--- config.mk ---
export PLATFORM = sky130hd
export DESIGN_NAME = vp_key_event_queue_flat
export DESIGN_NICKNAME = d
export VERILOG_FILES = /design/src/rtl/vp_key_event_queue_if.sv /design/src/rtl/vp_key_event_queue.sv /design/src/flat_wrapper.sv
export SDC_FILE = /design/constraint.sdc
export NUM_CORES = 1
export LEC_CHECK = 0
export ABC_AREA = 1
export BUFFER_PORTS_ARGS = -buffer_cell sky130_fd_sc_hd__buf_2
export CAP_MARGIN = 0
export CORE_MARGIN = 2
export CORE_UTILIZATION = 50
export CTS_CLUSTER_DIAMETER = 40
export DETAILED_ROUTE_END_ITERATION = 8
export PLACE_DENSITY_LB_ADDON = 0.3
export SLEW_MARGIN = 5
export SYNTH_ARGS = -nofsm -noshare
export SYNTH_HDL_FRONTEND = slang
export SYNTH_SLANG_ARGS = --single-unit
--- constraint.sdc ---
create_clock -name clk_i -period 5.15 [get_ports clk_i]
set_clock_uncertainty 0.2 [all_clocks]
set_input_delay 0 -clock clk_i [delete_from_list [all_inputs] [get_ports clk_i]]
set_output_delay 0 -clock clk_i [all_outputs]
set_load 0.01 [all_outputs]
--- src/rtl/vp_key_event_queue_if.sv ---
// Consumer-side handshake of the key event queue: show-ahead head entry plus pop strobe.
// The queue drives through the master modport, vp_keymap consumes through the slave modport.
interface vp_key_event_queue_if;
    logic       rx_data_ready_o;
    logic [7:0] rx_ascii_o;
    logic       rx_released_o;
    logic       rx_read_i;

    modport master (
        output rx_data_ready_o,
        output rx_ascii_o,
        output rx_released_o,
        input  rx_read_i
    );

    modport slave (
        input  rx_data_ready_o,
        input  rx_ascii_o,
        input  rx_released_o,
        output rx_read_i
    );
endinterface

--- src/rtl/vp_key_event_queue.sv ---
// Merges PS/2 key strobes and gamepad keypad digits into one ordered press/release FIFO.
// Joystick digits are reference counted across pads so a digit is released only when no pad holds it.
module vp_key_event_queue #(
    parameter int NUM_JOY = 2,
    parameter int DEPTH   = 8,
    localparam int AW     = $clog2(DEPTH)
) (
    input  logic                   clk_i,
    input  logic                   res_n_i,
    input  logic [10:0]            ps2_key_i,
    input  logic [NUM_JOY*10-1:0]  joy_numpad_i,
    vp_key_event_queue_if.master   rx,
    output logic                   overflow_o,
    output logic [AW:0]            level_o
);

    localparam int NB = NUM_JOY * 10;

    logic          r_toggle;
    logic          r_s1Valid;
    logic [7:0]    r_s1Ascii;
    logic          r_s1Released;

    logic [NB-1:0] r_prev;
    logic [NB-1:0] r_pending;
    logic [9:0]    r_reported;

    logic [8:0]    r_mem [DEPTH];
    logic [AW-1:0] r_wrPtr;
    logic [AW-1:0] r_rdPtr;
    logic [AW:0]   r_level;
    logic          r_overflow;

    logic          r_outValid;
    logic [7:0]    r_outAscii;
    logic          r_outReleased;

    logic          w_decValid;
    logic [7:0]    w_decAscii;
    logic          w_unusedExtended;

    logic          w_anyPend;
    logic [NB-1:0] w_svcOneHot;
    logic [3:0]    w_svcDigit;
    logic [9:0]    w_held;
    logic          w_heldSel;
    logic          w_repSel;
    logic [7:0]    w_joyAscii;

    logic          w_full;
    logic          w_pop;
    logic          w_s1Write;
    logic          w_joySvc;
    logic          w_joyWrite;
    logic          w_write;
    logic [8:0]    w_wrData;
    logic [AW-1:0] w_rdNext;
    logic [AW:0]   w_levelAfterPop;
    logic [AW:0]   w_nextLevel;
    logic [8:0]    w_nextHead;

    // The extended-key flag carries no meaning for the console keyboard.
    assign w_unusedExtended = ps2_key_i[8];

    always_comb begin
        w_decValid = 1'b1;
        w_decAscii = 8'h00;
        case (ps2_key_i[7:0])
            8'h16: w_decAscii = "1";
            8'h1E: w_decAscii = "2";
            8'h26: w_decAscii = "3";
            8'h25: w_decAscii = "4";
            8'h2E: w_decAscii = "5";
            8'h36: w_decAscii = "6";
            8'h3D: w_decAscii = "7";
            8'h3E: w_decAscii = "8";
            8'h46: w_decAscii = "9";
            8'h45: w_decAscii = "0";
            8'h1C: w_decAscii = "a";
            8'h32: w_decAscii = "b";
            8'h21: w_decAscii = "c";
            8'h23: w_decAscii = "d";
            8'h24: w_decAscii = "e";
            8'h2B: w_decAscii = "f";
            8'h34: w_decAscii = "g";
            8'h33: w_decAscii = "h";
            8'h43: w_decAscii = "i";
            8'h3B: w_decAscii = "j";
            8'h42: w_decAscii = "k";
            8'h4B: w_decAscii = "l";
            8'h3A: w_decAscii = "m";
            8'h31: w_decAscii = "n";
            8'h44: w_decAscii = "o";
            8'h4D: w_decAscii = "p";
            8'h15: w_decAscii = "q";
            8'h2D: w_decAscii = "r";
            8'h1B: w_decAscii = "s";
            8'h2C: w_decAscii = "t";
            8'h3C: w_decAscii = "u";
            8'h2A: w_decAscii = "v";
            8'h1D: w_decAscii = "w";
            8'h22: w_decAscii = "x";
            8'h35: w_decAscii = "y";
            8'h1A: w_decAscii = "z";
            8'h29: w_decAscii = " ";
            8'h79: w_decAscii = "+";
            8'h7B: w_decAscii = "-";
            8'h7C: w_decAscii = "*";
            8'h4A: w_decAscii = "/";
            8'h55: w_decAscii = "=";
            8'h1F: w_decAscii = 8'h11;
            8'h27: w_decAscii = 8'h12;
            8'h5A: w_decAscii = 8'd10;
            8'h66: w_decAscii = 8'd8;
            default: w_decValid = 1'b0;
        endcase
    end

    always_ff @(posedge clk_i) begin
        if (!res_n_i) begin
            r_toggle     <= ps2_key_i[10];
            r_s1Valid    <= 1'b0;
            r_s1Ascii    <= 8'h00;
            r_s1Released <= 1'b0;
        end else begin
            r_toggle     <= ps2_key_i[10];
            r_s1Valid    <= (ps2_key_i[10] != r_toggle) && w_decValid;
            r_s1Ascii    <= w_decAscii;
            r_s1Released <= ~ps2_key_i[9];
        end
    end

    // Descending scan so the lowest-index pending bit is the one left selected.
    always_comb begin
        w_anyPend   = 1'b0;
        w_svcOneHot = '0;
        w_svcDigit  = 4'd0;
        for (int j = NUM_JOY - 1; j >= 0; j--) begin
            for (int d = 9; d >= 0; d--) begin
                if (r_pending[j*10+d]) begin
                    w_anyPend          = 1'b1;
                    w_svcOneHot        = '0;
                    w_svcOneHot[j*10+d] = 1'b1;
                    w_svcDigit         = 4'(d);
                end
            end
        end
    end

    always_comb begin
        w_held = '0;
        for (int j = 0; j < NUM_JOY; j++) begin
            for (int d = 0; d < 10; d++) begin
                w_held[d] = w_held[d] | joy_numpad_i[j*10+d];
            end
        end
    end

    assign w_heldSel  = w_held[w_svcDigit];
    assign w_repSel   = r_reported[w_svcDigit];
    assign w_joyAscii = (w_svcDigit == 4'd9) ? "0" : 8'h31 + {4'b0000, w_svcDigit};

    assign w_full     = (r_level == (AW+1)'(DEPTH));
    assign w_pop      = rx.rx_read_i && (r_level != '0);
    assign w_s1Write  = r_s1Valid && (!w_full || w_pop);
    assign w_joySvc   = w_anyPend && !r_s1Valid && !w_full;
    assign w_joyWrite = w_joySvc && (w_heldSel != w_repSel);
    assign w_write    = w_s1Write || w_joyWrite;
    assign w_wrData   = w_s1Write ? {r_s1Released, r_s1Ascii} : {~w_heldSel, w_joyAscii};

    // A bit that changes again in its own service cycle stays pending via the OR term.
    always_ff @(posedge clk_i) begin
        if (!res_n_i) begin
            r_prev     <= joy_numpad_i;
            r_pending  <= '0;
            r_reported <= '0;
        end else begin
            r_prev    <= joy_numpad_i;
            r_pending <= (r_pending & ~(w_joySvc ? w_svcOneHot : '0)) | (joy_numpad_i ^ r_prev);
            if (w_joyWrite) begin
                r_reported[w_svcDigit] <= w_heldSel;
            end
        end
    end

    always_ff @(posedge clk_i) begin
        if (res_n_i && w_write) begin
            r_mem[r_wrPtr] <= w_wrData;
        end
    end

    always_ff @(posedge clk_i) begin
        if (!res_n_i) begin
            r_wrPtr    <= '0;
            r_rdPtr    <= '0;
            r_level    <= '0;
            r_overflow <= 1'b0;
        end else begin
            if (w_write) begin
                r_wrPtr <= r_wrPtr + AW'(1);
            end
            if (w_pop) begin
                r_rdPtr <= w_rdNext;
            end
            r_level    <= w_nextLevel;
            r_overflow <= r_overflow | (r_s1Valid && w_full && !w_pop);
        end
    end

    // Registered show-ahead head: a write into an empty (or emptying) FIFO bypasses the memory.
    assign w_rdNext        = r_rdPtr + AW'(1);
    assign w_levelAfterPop = r_level - {{AW{1'b0}}, w_pop};
    assign w_nextLevel     = w_levelAfterPop + {{AW{1'b0}}, w_write};

    always_comb begin
        w_nextHead = 9'h000;
        if (w_levelAfterPop == '0) begin
            if (w_write) begin
                w_nextHead = w_wrData;
            end
        end else begin
            w_nextHead = r_mem[w_pop ? w_rdNext : r_rdPtr];
        end
    end

    always_ff @(posedge clk_i) begin
        if (!res_n_i) begin
            r_outValid    <= 1'b0;
            r_outAscii    <= 8'h00;
            r_outReleased <= 1'b0;
        end else begin
            r_outValid    <= (w_nextLevel != '0);
            r_outAscii    <= w_nextHead[7:0];
            r_outReleased <= w_nextHead[8];
        end
    end

    assign rx.rx_data_ready_o = r_outValid;
    assign rx.rx_ascii_o      = r_outAscii;
    assign rx.rx_released_o   = r_outReleased;
    assign overflow_o         = r_overflow;
    assign level_o            = r_level;

endmodule

--- src/flat_wrapper.sv ---
// flat-port wrapper written by rule: the top's interface ports become plain ports
module vp_key_event_queue_flat 
#(
    parameter int NUM_JOY = 2,
    parameter int DEPTH   = 8,
    localparam int AW     = $clog2(DEPTH)
)
  (clk_i, res_n_i, ps2_key_i, joy_numpad_i, overflow_o, level_o, rx_rx_data_ready_o, rx_rx_ascii_o, rx_rx_released_o, rx_rx_read_i);
  vp_key_event_queue_if rx_i ();
  input  logic clk_i;
  input  logic res_n_i;
  input  logic [10:0] ps2_key_i;
  input  logic [NUM_JOY*10-1:0] joy_numpad_i;
  output logic overflow_o;
  output logic [AW:0] level_o;
  output wire logic [$bits(rx_i.rx_data_ready_o)-1:0] rx_rx_data_ready_o;
  output wire logic [$bits(rx_i.rx_ascii_o)-1:0] rx_rx_ascii_o;
  output wire logic [$bits(rx_i.rx_released_o)-1:0] rx_rx_released_o;
  input wire logic [$bits(rx_i.rx_read_i)-1:0] rx_rx_read_i;
  assign rx_rx_data_ready_o = rx_i.rx_data_ready_o;
  assign rx_rx_ascii_o = rx_i.rx_ascii_o;
  assign rx_rx_released_o = rx_i.rx_released_o;
  assign rx_i.rx_read_i = rx_rx_read_i;
  vp_key_event_queue #(.NUM_JOY(NUM_JOY), .DEPTH(DEPTH)) u_core (.clk_i(clk_i), .res_n_i(res_n_i), .ps2_key_i(ps2_key_i), .joy_numpad_i(joy_numpad_i), .rx(rx_i), .overflow_o(overflow_o), .level_o(level_o));
endmodule
# [Word-level counts from Yosys, hierarchy flattened]
# Memory sizes are Yosys's and may differ from the RTL's.
# Index checks and enable logic that the tools add are counted.
# W data, S select, Z words.
[totals] register_bits=82 ram_bits=72 in_bits=34 out_inout_bits=15 word_cells=185 n_memories=1
[op_classes] addsub=5 n_lt_le_gt_ge=2 eq_ne=50 muxes=77 n_bitwise=17 reduce_logical=19
[memory_table] memory="u_core.r_mem" depth=8 word_bits=9 read_ports=1 rd_clocked_by_memory_dff=0 write_ports=1 line="vp_key_event_queue.sv:28" source="logic [8:0] r_mem [DEPTH];"
[op_table] op="$mux W20" n=21
[op_table] op="$pmux W7 S46" n=1
[op_table] op="$eq A8 B6 Y1 const B" n=24
[op_table] op="$eq A8 B7 Y1 const B" n=14
[op_table] op="$mux W4" n=20
[op_table] op="$eq A8 B5 Y1 const B" n=8
[op_table] op="$reduce_or A46 Y1" n=1
[op_table] op="$mux W9" n=3
[op_table] op="$mux W1" n=26
[op_table] op="$and A20 B20 Y20" n=1
[op_table] op="$not A20 Y20" n=1
[op_table] op="$or A20 B20 Y20" n=1
[op_table] op="$xor A20 B20 Y20" n=1
[op_table] op="$or A1 B1 Y1" n=11
[op_table] op="$bwmux W10" n=1
[op_table] op="$logic_and A1 B1 Y1" n=10
[op_table] op="$bmux W1 S4" n=2
[op_table] op="$eq A4 B4 Y1 const B" n=2
[op_table] op="$mux W8" n=1
[op_table] op="$reduce_bool A4 Y1" n=2
[op_table] op="$add A6 B4 Y7 const A" n=1
[op_table] op="$add A3 B1 Y3 const B" n=2
[op_table] op="$lt A4 B5 Y1 const B" n=1
[op_table] op="$add A4 B1 Y4" n=1
[op_table] op="9 further kinds" n=14

# [Depth between registers and ports, before layout]
# Gate-level depths: netlist of the first run.
[logic_depth] depth_word=28 depth_mapped=26 depth_no_buf=26

# [Least setup slack after synthesis of the first run]
# OpenSTA, ideal clock, no wires.
[synth_timing] path_type="flip-flop to flip-flop" startpoint="register u_core.r_pending[9]" endpoint="register u_core.r_outValid (netlist: u_core.rx.rx_data_ready_o)" setup_ns=0.134 t_arrival_ns=2.868 path_slack_ns=1.948 path_stages_with_launch=22 path_buffers=0 synth_period_minus_slack_ns=3.202 path_cell_list="dfxtp_1 nor2_2 nand2_2 nor2_4 inv_2 nor2_4 nand2_1 a21oi_4 inv_2 nand2_4 inv_2 nand2_2 inv_2 nor2_8 nand2_8 nand3_4 nand2_4 ha_1 ha_1 xnor2_1 nor2_1 or4_1"
[synth_via] elab_chain_len=17
[synth_rtl] element="start, declared" line="vp_key_event_queue.sv:25" source="logic [NB-1:0] r_pending;"
[synth_rtl] element="start signal, assigned" line="vp_key_event_queue.sv:179" source="r_pending <= (r_pending & ~(w_joySvc ? w_svcOneHot : '0)) | (joy_numpad_i ^ r_prev);"
[synth_rtl] element="$mux W4 (10 in a row)" line="vp_key_event_queue.sv:140" source="if (r_pending[j*10+d]) begin"
[synth_rtl] element="$bmux W1 S4, on equally long branches" line="vp_key_event_queue.sv:159, vp_key_event_queue.sv:160"
[synth_rtl] element="$mux W1, on equally long branches" line="vp_key_event_queue.sv:159, vp_key_event_queue.sv:160"
[synth_rtl] element="$ne A1 B1 Y1" line="vp_key_event_queue.sv:167" source="assign w_joyWrite = w_joySvc && (w_heldSel != w_repSel);"
[synth_rtl] element="$logic_and A1 B1 Y1 *" line="vp_key_event_queue.sv:167"
[synth_rtl] element="$logic_or A1 B1 Y1 *" line="vp_key_event_queue.sv:168" source="assign w_write = w_s1Write || w_joyWrite;"
[synth_rtl] element="$add A4 B1 Y4 *" line="vp_key_event_queue.sv:213" source="assign w_nextLevel = w_levelAfterPop + {{AW{1'b0}}, w_write};"
[synth_rtl] element="$reduce_bool A4 Y1 *" line="vp_key_event_queue.sv:232" source="r_outValid <= (w_nextLevel != '0);"
[synth_rtl] element="end signal, assigned" line="vp_key_event_queue.sv:232"
[synth_rtl] element="end, declared" line="vp_key_event_queue.sv:34" source="logic r_outValid;"
# Mark *: on every way between the ends. The rest lies on a longest branch, timed or not. The select of a mux whose other input is x is not followed.
# A chain may end at the register's enable or synchronous reset.

# [Worst setup path in the final report of the first run]
# Same ends and word-level chain as after synthesis.

==> flow_metrics.py, run 1 <==
metrics = {
    "routing": {
        "postRouteAntennaNets": 0,
        "first_pass_iters": 6,
        "wirelength_um": 17600,
        "drt_iter0_markers": 715,
        "vias": 6018,
        "drc": 0,
        "wl_per_cell_um": 16.1,
        "viasPerCell": 5.52,
    },
    "synth": {
        "synth_top_cell_by_area": "edfxtp_1",
        "ys.flop_type": "dfxtp_1",
        "synth-edff-count": 64,
        "ys_seq_area_share_pct": 49.6,
        "synthArstFlopShare_pct": 0,
        "ys_top_cells_by_area": "edfxtp_1, dfxtp_1, nor2_1",
        "syn_area_um2": 7110,
        "syn_nets": 866,
        "syn_avg_cell_area_um2": 8.61,
        "ys_types": 48,
        "ys_warn_count": 0,
        "syn_inst": 826,
        "synth.top_cell.area_share_pct": 27.0,
        "synth-seq-cells": 144,
    },
    "critical_path": {
        "cp_slowest_cell": "or4_1",
        "start_kind": "flop",
        "cp_data_arrival_time_ns": 4.08,
        "worstPathMaxFanout": 11,
        "critPathKind": "flop to flop",
        "end_kind": "flop",
        "critPathMaxStageDelay_ns": 0.54,
        "path_cells": "nor2_2 > nand2_2 > nor2_4 > nand2_1 > a21oi_2 > inv_2 > nand4_1 > nand3_2 > nand2_2 > nand2_4 > nor2_8 > nand2_8 > nand3_4 > nand2_4 > ha_1 > ha_1 > xnor2_1 > nor2_1 > or4_1",
        "required_ns": 5.25,
    },
    "sta": {
        "period_minus_slack_ns": 3.98,
        "tightest_slew_ns": 1.01,
        "setup_viol": 0,
        "relSlewSlack_pct": 32.4,
        "max_freq_ghz": 0.251,
        "hold_viol": 0,
        "setup_tns_ns": 0,
        "slew_violations": 0,
        "post-route-period-util_pct": 77.3,
        "rsz0062_at_grt": "false",
    },
    "global_routing": {
        "grt_pass1_vias": 5556,
        "grt_max_degree": 35,
        "antenna_found_initial": 0,
        "grtUsageTotal_pct": 24.9,
        "grt_overflow": 0,
        "grt_pass1_wl_um": 28600,
    },
    "job": {
        "maxCapViolations": 0,
    },
    "clock_tree": {
        "ctsLongestPathBuffers": 2,
        "cts-root-buf": "clkbuf_16",
        "clock_latency_ns": 0.42,
        "h-tree-depth": 4,
        "clk_pin_slew_worst_paths_ns": 0.06,
        "cts.sinks": 144,
        "cts-buffers-inserted": 17,
        "tritoncts": "yes",
    },
    "floorplanning": {
        "rows": 43,
        "start_util_pct": 51.2,
        "core_area_um2": 13900,
        "design.portCount": 49,
        "die_width_um": 123,
        "die_y_um": 123,
        "die_area_um2": 15200,
    },
    "final_layout": {
        "fin_area_um2": 8310,
        "drive_above_1_share_pct": 15.8,
        "finalNetCount": 937,
        "n_antenna_cell": 0,
        "area_delta_synth_final_pct": 16.8,
    },
    "worst_hold_path": {
        "worstHoldPathType": "primary input to flop",
    },
    "placed_design": {
        "hpwl_um": 11600,
        "port_buffers": 46,
        "gp_congestion": 0.957,
        "dpl_cell_area_um2": 7480,
    },
    "power_and_ir_drop": {
        "p_leak_nw": 3.22,
        "power_density_nw_per_um2": 474,
        "vdd_drop_max_mv": 0.270,
    },
    "outcome": {
        "outcome": "finished clean",
    },
}
-- logic make-up after synthesis --
family          synth area share [%]
fa+ha+maj                       1.06
flops                           49.6
simple gates                    27.9
buf+inv                         6.95
compound gates                  11.3
xor+xnor                        3.20
other cells                   0.0527
-- final timing paths --
kind,slack [ns],endpoint,depth (start not counted),startpoint
worst min-delay path,0.04,u_core.r_toggle,2,ps2_key_i[10]
worst min register to register,0.25,u_core.r_reported[4],2,u_core.r_reported[4]
worst max register to register,1.17,u_core.rx.rx_data_ready_o,19,u_core.r_pending[9]
worst max-delay path,1.17,u_core.rx.rx_data_ready_o,19,u_core.r_pending[9]
-- metrics by stage --
step / power, W / hold slack, ns / std cells / utilization [%] / setup WS [ns]
CTS: 0.00394 / 0.0207 / 1090 / 59.8 / 1.24
detailed placement: 0.00272 / -0.0669 / 1032 / 53.9 / 1.26
global route: 0.00417 / 0.0357 / 1090 / 59.8 / 0.930
global placement: 0.00270 / -0.0694 / 1032 / 53.9 / 1.30
finish: 0.00394 / 0.0445 / 1090 / 59.8 / 1.17
floorplan: 0.00239 / -0.172 / 826 / - / 1.95
-- cell usage in the layout, fill, tap and decap left out, drive strengths merged, types with 26 or more instances in the layout --
| cell type | n |
|---|---|
| o21ai | 60 |
| edfxtp | 64 |
| nor2 | 146 |
| a21oi | 46 |
| nand3 | 43 |
| dfxtp | 80 |
| buf | 48 |
| dlygate4sd3 | 26 |
| inv | 103 |
| nand2 | 108 |
| nand4 | 47 |
-- Yosys cell counts (3+ instances only) --
cell type,number
nand2_4,7
nor3_1,18
nand2_2,8
nor2_2,9
a21oi_1,43
nand3_2,4
nand3_4,3
a31oi_1,5
o221ai_1,17
ha_1,6
inv_1,89
xor2_1,4
nand4_1,47
nand3_1,36
clkbuf_1,16
nand2_1,89
clkinv_1,3
nor4_1,7
xnor2_1,22
o21ai_0,56
nor2_1,133
edfxtp_1,64
nand2_8,4
or2_2,12
inv_2,12
dfxtp_1,80
-- registers in the layout, summed over array words and instances, names as in the netlist, 3 cells and up --
signal / count
u_core.level_o: 4
u_core.r_s1Ascii: 7
u_core.r_prev: 20
u_core.r_pending: 20
u_core.rx.rx_ascii_o: 7
u_core.r_wrPtr: 3
u_core.r_rdPtr: 3
u_core.r_mem: 64
u_core.r_reported: 10
-- worst max-delay path, delay by kind of cell (launching register included) --
family | cells | cell delay [ns]
flip-flops | 1 | 0.36
XOR/XNOR | 1 | 0.15
buffers and inverters | 1 | 0.22
AO/OA/AOI/OAI | 1 | 0.45
AND/OR/NAND/NOR | 14 | 2.04
adder cells (fa/ha/maj) | 2 | 0.41
-- final cells by class --
type / instances / area (um2)
clock buffer: 23 / 458
tap: 180 / 225
fill: 1216 / 5580
inverter: 104 / 390
sequential: 144 / 3520
multi-input combinational: 556 / 3090
timing repair buffer: 74 / 505
clock inverter: 9 / 110
-- per-layer routing --
| metal | wire (um) | share of wire (%) | up-vias | track usage [%] |
|---|---|---|---|---|
| met3 | 1200 | 6.8 | 27 | 5.40 |
| li1 | - | - | 2974 | - |
| met1 | 8050 | 46 | 2775 | 35.2 |
| met4 | 293 | 1.7 | 0 | 8.38 |
| met2 | 8050 | 46 | 242 | 38.0 |
| met5 | 0 | 0 | - | 0 |
-- what timing repair did --
action                                 4_1_cts  5_1_grt
buffers inserted                             0        0
hold buffers                                26        0
gates resized for setup                      0        0
endpoints found under the hold margin       60        0
-- power by group --
| group | switching (W) | internal, W |
|---|---|---|
| Clock | 0.000470 | 0.000728 |
| Sequential | 0.0000713 | 0.00136 |
| Combinational | 0.000902 | 0.000403 |
| Total | 0.00144 | 0.00249 |
Power figures use the tool's default switching activity.
==> run 2: changes to the inputs <==
Clock period 5.15 ns to 4 ns, I/O delays scaled along.
==> flow_metrics.py, run 2 (synthesized netlist as in run 1, its figures left out) <==
metrics = {
    "sta": {
        "tightest_slew_ns": 0.989,
        "max_freq_ghz": 0.274,
        "setup_viol": 0,
        "period_minus_slack_ns": 3.64,
        "setup_tns_ns": 0,
        "relSlewSlack_pct": 33.7,
        "hold_viol": 0,
        "slew_violations": 0,
        "post-route-period-util_pct": 91.1,
        "rsz0062_at_grt": "false",
    },
    "job": {
        "maxCapViolations": 0,
    },
    "critical_path": {
        "required_ns": 4.09,
        "r2r-start": "u_core.r_pending[8]",
        "end_kind": "flop",
        "critPathKind": "flop to flop",
        "worstPathMaxFanout": 10,
        "r2r_setup_slack_ns": 0.36,
        "cp_data_arrival_time_ns": 3.74,
        "start_kind": "flop",
        "startpoint": "u_core.r_pending[8]",
    },
    "final_layout": {
        "largest_register_ffs": 64,
        "mostFrequentLayoutCells": "nor2_1, inv_1, nand2_1",
        "fill_cells": 1219,
        "area_delta_synth_final_pct": 17.5,
        "n_antenna_cell": 0,
        "finalNetCount": 944,
        "top_regs": "u_core.r_mem: 64 flops, u_core.r_pending: 20 flops, u_core.r_prev: 20 flops",
        "top_register": "u_core.r_mem",
        "layout.cells.non_filler": 1097,
        "drive_above_1_share_pct": 16.6,
        "final_common_cell": "nor2_1",
        "fin_area_um2": 8360,
    },
    "placed_design": {
        "dpl_cell_area_um2": 7530,
        "hpwl_um": 11900,
        "dpl.cell_count": 1039,
        "port_buffers": 46,
        "gp_congestion": 0.950,
    },
    "power_and_ir_drop": {
        "swShare_pct": 36.7,
        "p_leak_nw": 3.24,
        "pwr-share-comb_pct": 33.5,
        "vdd_drop_max_mv": 0.312,
        "power_density_nw_per_um2": 606,
        "sequentialPowerShare_pct": 36.3,
        "power_switching_w": 0.00186,
        "intPower_w": 0.00321,
        "power.share.clock_pct": 30.2,
    },
    "routing": {
        "drc": 0,
        "first_pass_iters": 5,
        "drt_iter0_markers": 413,
        "viasPerCell": 5.49,
        "postRouteAntennaNets": 0,
        "vias": 6027,
        "wirelength_um": 17400,
        "wl_per_cell_um": 15.9,
    },
    "floorplanning": {
        "start_util_pct": 51.2,
        "die_area_um2": 15200,
        "die_y_um": 123,
        "design.portCount": 49,
        "core_area_um2": 13900,
        "die_width_um": 123,
        "rows": 43,
    },
    "clock_tree": {
        "hold_buffers": 26,
        "ctsLongestPathBuffers": 2,
        "cts_setup_buffers": 0,
        "h-tree-depth": 4,
        "clk_pin_slew_worst_paths_ns": 0.06,
        "tritoncts": "yes",
        "cts.sinks": 144,
        "clock_latency_ns": 0.42,
        "cts-buffers-inserted": 17,
        "cts-root-buf": "clkbuf_16",
        "cts-resized-gates": 0,
    },
    "outcome": {
        "outcome": "finished clean",
    },
    "global_routing": {
        "grt_overflow": 0,
        "antenna_found_initial": 0,
        "grt_pass1_wl_um": 29000,
        "grt_pass1_vias": 5825,
        "grt_max_degree": 35,
        "grtUsageTotal_pct": 25.0,
    },
    "worst_hold_path": {
        "hp-start": "ps2_key_i[10]",
        "worstHoldPathType": "primary input to flop",
    },
}
run 2: area by class of cell:
cell class	count	area, um2	area share [%]
Clock buffer	19	433	5.18
Clock inverter	13	135	1.62
Inverter	104	390	4.67
Multi-Input combinational cell	556	3090	37.0
Sequential cell	144	3520	42.2
Tap cell	180	225	2.69
Timing Repair Buffer	81	558	6.68
run 2: metrics by stage:
| stage | hold WS, ns | power (W) | worst slack (ns) | util, % |
|---|---|---|---|---|
| floorplan | -0.172 | 0.00307 | 0.798 | - |
| global placement | -0.0706 | 0.00350 | 0.445 | 54.2 |
| detailed placement | -0.0700 | 0.00353 | 0.420 | 54.2 |
| CTS | 0.0353 | 0.00508 | 0.400 | 60.2 |
| global route | 0.0470 | 0.00537 | 0.0864 | 60.2 |
| finish | 0.0444 | 0.00506 | 0.355 | 60.2 |
run 2: metal layers:
| metal | track usage (%) | wire [um] |
|---|---|---|
| met5 | 0 | 0 |
| met4 | 8.74 | 260 |
| met3 | 4.89 | 977 |
| met2 | 39.8 | 8120 |
| met1 | 34.2 | 8060 |
run 2: power groups by stage:
stage,clock network (W),logic (W),registers [W]
2_1_floorplan,0,0.00119,0.00188
3_3_place_gp,0,0.00164,0.00186
4_1_cts,0.00155,0.00169,0.00184
6_report,0.00153,0.00170,0.00184
5_1_grt,0.00160,0.00190,0.00186
3_5_place_dp,0,0.00166,0.00187
run 2: path summary, 6_finish.rpt:
| check | end | cells after the start |
|---|---|---|
| setup / recovery | u_core.rx.rx_data_ready_o | 23 |
| hold / removal | u_core.r_toggle | 2 |
| setup reg to reg | u_core.rx.rx_data_ready_o | 23 |
| hold reg to reg | u_core.r_reported[2] | 2 |
run 2: critical path, stage by stage (launching register included):
cell and delay, ns:
dfxtp_1 0.34, inv_1 0.15, nand2_1 0.07, a21oi_1 0.11, nand2_1 0.09, nand2_1 0.08, nand2_2 0.06, nand2_4 0.10
nand2_8 0.09, nand2_8 0.11, nand2_4 0.10, nand3_1 0.10, nand3_2 0.07, nand2_2 0.10, inv_2 0.07, nor2_8 0.20
nand2_8 0.11, nand3_4 0.12, nand2_4 0.09, ha_1 0.21, ha_1 0.19, xnor2_1 0.15, nor2_1 0.06, or4_1 0.52
